`src/rtl/fourinput_anf_recombine_stage.sv`:
```
// Two-stage masked ANF recombination for a 4-input Boolean function.
// Shares are evaluated in separate cones and refreshed with fresh randomness.
module fourinput_anf_recombine_stage #(
    parameter int unsigned NUM_OUT = 4,
    parameter logic [15:0] COEF0   = 16'h0000,
    parameter logic [15:0] COEF1   = 16'h0000,
    parameter logic [15:0] COEF2   = 16'h0000,
    parameter logic [15:0] COEF3   = 16'h0000,
    parameter int unsigned CNT_W   = 16
) (
    input  logic               clk,
    input  logic               rst_n,
    input  logic               in_valid,
    output logic               in_ready,
    input  logic [14:0]        mono_share1,
    input  logic [14:0]        mono_share2,
    input  logic [NUM_OUT-1:0] rand_in,
    output logic               out_valid,
    input  logic               out_ready,
    output logic [NUM_OUT-1:0] f_share1,
    output logic [NUM_OUT-1:0] f_share2,
    output logic [CNT_W-1:0]   eval_count
);

    localparam int unsigned MONO_W = 15;
    localparam logic [63:0] COEF_ALL = {COEF3, COEF2, COEF1, COEF0};

    logic               s1_valid;
    logic [MONO_W-1:0]  s1_mono_share1;
    logic [MONO_W-1:0]  s1_mono_share2;
    logic [NUM_OUT-1:0] s1_rand;
    logic [NUM_OUT-1:0] acc1;
    logic [NUM_OUT-1:0] acc2;
    logic               in_xfer;
    logic               s2_load;

    assign s2_load  = s1_valid & (~out_valid | out_ready);
    assign in_ready = ~s1_valid | s2_load;
    assign in_xfer  = in_valid & in_ready;

    // Per-coordinate XOR-sums; the constant term lands in share1 only.
    for (genvar i = 0; i < NUM_OUT; i++) begin : g_coord
        localparam logic [15:0] C = COEF_ALL[16*i +: 16];
        assign acc1[i] = (^(C[15:1] & s1_mono_share1)) ^ C[0];
        assign acc2[i] = ^(C[15:1] & s1_mono_share2);
    end

    // Stage 1: capture the shared bundle and its refresh bits.
    always_ff @(posedge clk or negedge rst_n) begin
        if (!rst_n) begin
            s1_valid       <= 1'b0;
            s1_mono_share1 <= '0;
            s1_mono_share2 <= '0;
            s1_rand        <= '0;
        end else if (in_xfer) begin
            s1_valid       <= 1'b1;
            s1_mono_share1 <= mono_share1;
            s1_mono_share2 <= mono_share2;
            s1_rand        <= rand_in;
        end else if (s2_load) begin
            s1_valid       <= 1'b0;
        end
    end

    // Stage 2: refreshed outputs, held stable while the consumer stalls.
    always_ff @(posedge clk or negedge rst_n) begin
        if (!rst_n) begin
            out_valid <= 1'b0;
            f_share1  <= '0;
            f_share2  <= '0;
        end else if (s2_load) begin
            out_valid <= 1'b1;
            f_share1  <= acc1 ^ s1_rand;
            f_share2  <= acc2 ^ s1_rand;
        end else if (out_ready) begin
            out_valid <= 1'b0;
        end
    end

    always_ff @(posedge clk or negedge rst_n) begin
        if (!rst_n) begin
            eval_count <= '0;
        end else if (out_valid & out_ready) begin
            eval_count <= eval_count + CNT_W'(1);
        end
    end

endmodule

```
`config.mk`:
```
export PLATFORM = sky130hd
export DESIGN_NAME = fourinput_anf_recombine_stage
export DESIGN_NICKNAME = d
export VERILOG_FILES = /design/src/rtl/fourinput_anf_recombine_stage.sv
export SDC_FILE = /design/constraint.sdc
export NUM_CORES = 1
export LEC_CHECK = 0
export ABC_AREA = 1
export CORE_MARGIN = 2
export CORE_UTILIZATION = 35
export DETAILED_ROUTE_END_ITERATION = 8
export HOLD_SLACK_MARGIN = 0.03
export PLACE_DENSITY = 0.79
export SLEW_MARGIN = 15
export SYNTH_ARGS = -nofsm -noshare
export SYNTH_HDL_FRONTEND = slang
export SYNTH_SLANG_ARGS = --single-unit
```
`constraint.sdc`:
```
create_clock -name clk -period 1.5 [get_ports clk]
set_input_delay 0.3 -clock clk [delete_from_list [all_inputs] [get_ports clk]]
set_output_delay 0.3 -clock clk [all_outputs]
set_load 0.01 [all_outputs]
```
==> results of run 1 <==
[synth_stat cells (all sizes together)]
cell	count
dfrtp	26
nor2	13
xnor2	3
a21oi	1
nand2	49
nor3	2
inv	22
nand4	3
buf	4
mux2	3
xor2	6
o21ai	2
ha	1
nand3	11
[repair_timing]
action,CTS,global route
pin swaps,0,0
setup endpoints to repair,26,3
resized for setup,29,3
setup buffers,21,1
[power breakdown]
group	total, mW	internal, mW	switching [mW]
logic	0.863	0.451	0.412
registers	0.900	0.836	0.0643
clock network	0.477	0.270	0.207
[area by class of cell]
type                    count  area [sq um]  area share (%)
repair buffers             64           527            28.0
inverters                  22          82.6            4.39
flip-flops and latches     26           651            34.6
clock inverters             1          30.0            1.59
clock buffers               3          22.5            1.20
well taps                  46          57.6            3.06
multi-input cells          94           513            27.2
[worst paths after layout]
| kind | slack (ns) | start | to |
|---|---|---|---|
| max | 0.07 | out_valid | out_valid |
| min | 0.34 | rst_n | eval_count[0] |
| max reg2reg | 0.11 | out_valid | eval_count[2] |
| min reg2reg | 0.48 | s1_rand[0] | s1_rand[0] |
| max in group asynchronous | 0.92 | rst_n | eval_count[12] |
| min in group clk | 0.48 | s1_rand[0] | s1_rand[0] |
[cells by family after synthesis]
family / after synthesis / synth area share, %
flip-flops: 26 / 51.5
AO/OA/AOI/OAI: 3 / 1.19
adder cells (fa/ha/maj): 1 / 0.991
AND/OR/NAND/NOR: 78 / 28.4
multiplexers: 3 / 2.68
XOR/XNOR: 9 / 6.24
buffers and inverters: 26 / 8.92
[sequential cells by signal, indices dropped and copies added (netlist names)]
register,count
out_valid,1
eval_count,16
f_share2,4
s1_valid,1
s1_rand,4
[metrics by stage]
| stage | worst slack [ns] | hold WS, ns |
|---|---|---|
| after global routing | -0.00901 | 0.349 |
| after global placement | -0.272 | 0.452 |
| final | 0.0688 | 0.336 |
| after CTS | 0.0553 | 0.336 |
| after detailed placement | -0.278 | 0.456 |
| after floorplan | 0.249 | 0.00441 |
[layout by cell type, fill, tap and decap left out]
cell,count
nand3_1,11
buf_4,31
o21ai_0,2
nor3_4,1
inv_2,1
nor2_2,1
nor2_4,3
dfrtp_1,26
nor3_1,1
xor2_1,6
nand4_1,3
nand2_2,2
mux2_2,3
dlygate4sd2_1,25
nand2_4,2
inv_1,21
clkdlybuf4s50_1,7
nor2_1,9
a21oi_1,1
ha_1,1
xnor2_1,3
nand2_1,45
clkbuf_4,3
buf_2,1
bufinv_16,1
[worst max-delay path: stages (launching register included)]
cell and delay [ns]:
dfrtp_1 0.41, buf_4 0.13, dlygate4sd2_1 0.27
[layer usage]
layer  vias up  track usage, %  wire [um]
met5         -               0          0
met4         0            4.89         14
met3         2            2.64         86
met2        21            23.8       1280
met1       507            17.8       1170
li1        574               -          -
==> metrics.md, run 1 <==
| Metric | Value |
|---|---|
| Status | finished clean |
| Cells after synthesis | 146 |
| Synth cell types | 20 |
| Top cell type's share of synthesized area | 51.5% |
| Total gr overflow | 0 |
| Setup crit end kind | output pin |
| Fin util | 55.6% |
| Minimum clock period | 1.43 ns |
| Reg2reg path depth | 8 |
| Crit Path Class | reg2out |
| Dpl cell area | 0.00169 sq mm |
| Area Growth Syn to Fin | 49.2% |
| Worst-path fanout max | 2 |
| Initial DRC Count | 44 |
| Hold Buf Count CTS | 0 |
| Largest net degree at the start of global routing | 27 |
| Fin nets | 250 |
| Inst Count DP | 230 |
| Slew @ Worst Pin | 0.324 ns |
| Number of routed nets with antenna violations | 0 |
| Clock Root Buffer | clkbuf_4 |
| Site Rows | 21 |
| P_leak | 1.03 nW |
| Netlist Area Pre-Place | 0.00126 sq mm |
| Relative slew slack | 78.4% |
| PD cells | 1190 mW/mm^2 |
| First-pass GRT wire length | 4470 um |
| Final setup viols | 0 |
| Unrepaired setup endpoints after global routing | yes |
| Final WL | 2540 um |
| Syn nets | 185 |
| Die area | 0.00410 sq mm |
| Critical Path AT | 1.13 ns |
| Largest area contributor in the synthesized netlist | dfrtp_1 |
| Final Non-Filler Cells | 256 |
| # IOs | 64 |
| Max H-tree Level | 1 |
| Register bit count reported by yosys | 26 |
| Max clock buf depth | 2 |
| Initial antenna violation count | 0 |
| Vias in the first global route | 1038 |
| CTS buffer count | 3 |
| Clock Latency Late Sink | 0.31 ns |
| Drt first pass iters | 4 |
| N_diodes | 0 |
| Crit path required time | 1.20 ns |
| Setup TNS | 0 ns |
| DP HPWL | 1790 um |
| Yosys Warn Count | 0 |
| Die Wd | 64.1 um |
| Clock sinks | 26 |
| Starting Density | 37.2% |
| Syn avg cell area | 8.65 sq um |
| Maxcap violations | 0 |
| Total power | 2.24 mW |
| Number of fill cells | 316 |
| Final worst-path cycle share | 95.4% |
| Share of layout cells above drive strength 1 | 23.3% |
| TritonCTS clock tree | built |
| Final Skew | 0.00143 ns |
| Hold Path Class | in2async |
| Peak VDD IR | 0.000510 V |
| Port buffer count | 33 |
| Wire per inst | 9.93 um |
| Vias/cell | 4.31 |
| Hold Violations, Final | 0 |
| GRT Util Overall | 14.0% |
| Placeable Area | 0.00339 sq mm |
| Clk slew on worst S/H paths | 0.14 ns |
| Final instance area | 0.00188 sq mm |
| Die Y | 64.1 um |
| Max frequency | 699 MHz |
| Sequential fraction of the synthesis area | 51.5% |
| DRC | 0 |
| GPL Wtd Cong | 0.776 |
| Startpoint types | flop |
| Synth area leaders | dfrtp_1 (52%), nand2_1 (14%), inv_1 (6.2%) |
| Pins over their slew limit | 0 |
| Vias | 1104 |
Power figures use the tool's default switching activity.
==> run 2, diff against run 1 <==
--- a/config.mk
+++ b/config.mk
@@ -11,6 +11,7 @@
 export DETAILED_ROUTE_END_ITERATION = 8
 export HOLD_SLACK_MARGIN = 0.03
 export PLACE_DENSITY = 0.79
+export RECOVER_POWER = 50
 export SLEW_MARGIN = 15
 export SYNTH_ARGS = -nofsm -noshare
 export SYNTH_HDL_FRONTEND = slang
==> run 2 against run 1 <==
Critical path depth unchanged. Largest power group unchanged. Via count up 0.36%. Register-to-register slack about the same.
==> metrics.md, run 2 (same netlist as run 1, synthesis figures left out) <==
| Metric | Value |
|---|---|
| Commonest cells after routing, fill and taps aside | nand2_1 (46), buf_4 (27), dfrtp_1 (26), dlygate4sd2_1 (25), inv_1 (21) |
| Slew @ Worst Pin | 0.633 ns |
| Startpoint types | flop |
| Die Wd | 64.1 um |
| Max Used Layer | met4 |
| Clk slew on worst S/H paths | 0.14 ns |
| Vias/cell | 4.33 |
| Crit path required time | 1.20 ns |
| Multi-input logic area | 510 sq um |
| WHS | 0.485 ns |
| GRT Util Overall | 14.0% |
| N_diodes | 0 |
| # IOs | 64 |
| Initial DRC Count | 33 |
| Largest regs | eval_count (16), f_share2 (4), s1_rand (4) |
| Initial antenna violation count | 0 |
| Fin nets | 250 |
| Total gr overflow | 0 |
| GPL Wtd Cong | 0.776 |
| Pins over their slew limit | 0 |
| Die Y | 64.1 um |
| Port buffer count | 33 |
| Worst-path fanout max | 2 |
| Area Growth Syn to Fin | 48.2% |
| Largest register by flop count | eval_count |
| Max reg flops | 16 |
| Setup crit end kind | output pin |
| Clock Root Buffer | clkbuf_4 |
| Number of routed nets with antenna violations | 0 |
| Share of layout cells above drive strength 1 | 21.9% |
| CTS buffer count | 3 |
| Largest net degree at the start of global routing | 27 |
| Setup TNS | 0 ns |
| Hold Violations, Final | 0 |
| Number of fill cells | 320 |
| Clock Latency Late Sink | 0.32 ns |
| Status | finished clean |
| PD cells | 1190 mW/mm^2 |
| Starting Density | 37.2% |
| Vias | 1108 |
| Maxcap violations | 0 |
| CP delay by family, top | flip-flops |
| Final WL | 2540 um |
| Site Rows | 21 |
| Clock sinks | 26 |
| Vias in the first global route | 1038 |
| Drt first pass iters | 4 |
| Final Skew | 0.00441 ns |
| Final worst-path cycle share | 95.2% |
| Relative slew slack | 57.8% |
| CP max stage delay | 0.41 ns |
| Hold Buf Count CTS | 0 |
| Peak VDD IR | 0.000511 V |
| Max H-tree Level | 1 |
| Placeable Area | 0.00339 sq mm |
| First-pass GRT wire length | 4470 um |
| Detail Route met3 WL | 72 um |
| DRC | 0 |
| Wire per inst | 9.94 um |
| TritonCTS clock tree | built |
| Crit Path Class | reg2out |
| Max clock buf depth | 2 |
| Reg area | 651 sq um |
| Max frequency | 700 MHz |
| DP HPWL | 1790 um |
| P_leak | 1.02 nW |
| Worst path cell trace | buf_4 -> dlygate4sd2_1 |
| Minimum clock period | 1.43 ns |
| Met2 wire len | 1280 um |
| Unrepaired setup endpoints after global routing | yes |
| Critical Path AT | 1.13 ns |
| Hold Path Class | reg2reg |
| Final setup viols | 0 |
| Commonest non-fill, non-tap cell in the layout | nand2_1 |
| Die area | 0.00410 sq mm |
| Slowest-stage cell, CP | dfrtp_1 |
| Buf/Inv on CP | 2 |
| Met1 Wirelength | 1180 um |
## run 2: cell types whose count changed in the layout (fill, tap and decap cells not counted), sizes merged
cell / previous run / this run
buf: 32 / 28
clkbuf: 3 / 7
clkdlybuf4s50: 7 / 6
dlygate4sd3: 0 / 1
## run 2: area by class of cell
cell class | count | share of cell area, %
Sequential cell | 26 | 34.8
Clock inverter | 1 | 1.61
Inverter | 22 | 4.41
Multi-Input combinational cell | 94 | 27.3
Timing Repair Buffer | 64 | 27.6
Tap cell | 46 | 3.08
Clock buffer | 3 | 1.20
## run 2: worst min-delay path: cells and delay by family (launching register included)
| family | cells | cell delay, ns |
|---|---|---|
| DFF | 1 | 0.37 |
| and+or+nand+nor | 2 | 0.09 |
## run 2: path summary, 6_finish.rpt
| kind | startpoint | to | slack (ns) | cells after the start |
|---|---|---|---|---|
| setup / recovery | out_valid | out_valid | 0.07 | 2 |
| hold / removal | s1_rand[1] | s1_rand[1] | 0.48 | 2 |
| setup reg to reg | out_valid | eval_count[15] | 0.10 | 10 |
| hold reg to reg | s1_rand[1] | s1_rand[1] | 0.48 | 2 |
| max in group asynchronous | rst_n | eval_count[12] | 0.58 | 2 |
| min in group asynchronous | rst_n | eval_count[4] | 0.51 | 2 |
## run 2: through the flow
stage / total power [mW] / utilization (%) / cell area, sq um / cells / setup slack (ns)
after floorplan: 1.34 / - / 1260 / 146 / 0.249
after global placement: 1.71 / 49.8 / 1690 / 230 / -0.272
after detailed placement: 1.73 / 49.8 / 1690 / 230 / -0.278
after CTS: 2.25 / 54.9 / 1860 / 255 / 0.0553
after global routing: 2.39 / 55.2 / 1870 / 256 / -0.00901
final: 2.23 / 55.2 / 1870 / 256 / 0.0718
## run 2: per-layer routing
| layer | global-route usage [%] | vias to the layer above |
|---|---|---|
| met5 | 0 | - |
| met4 | 4.89 | 0 |
| met3 | 2.64 | 2 |
| met2 | 23.8 | 17 |
| met1 | 17.8 | 514 |
| li1 | - | 575 |
## run 2: power by group
part / switching, mW / internal [mW]
clock network: 0.211 / 0.270
logic: 0.411 / 0.443
registers: 0.0641 / 0.836
## run 2: timing repair
action,in CTS,in global routing
gates cloned,0,0
resized for setup,29,3
setup buffers,21,1
setup endpoints to repair,26,3
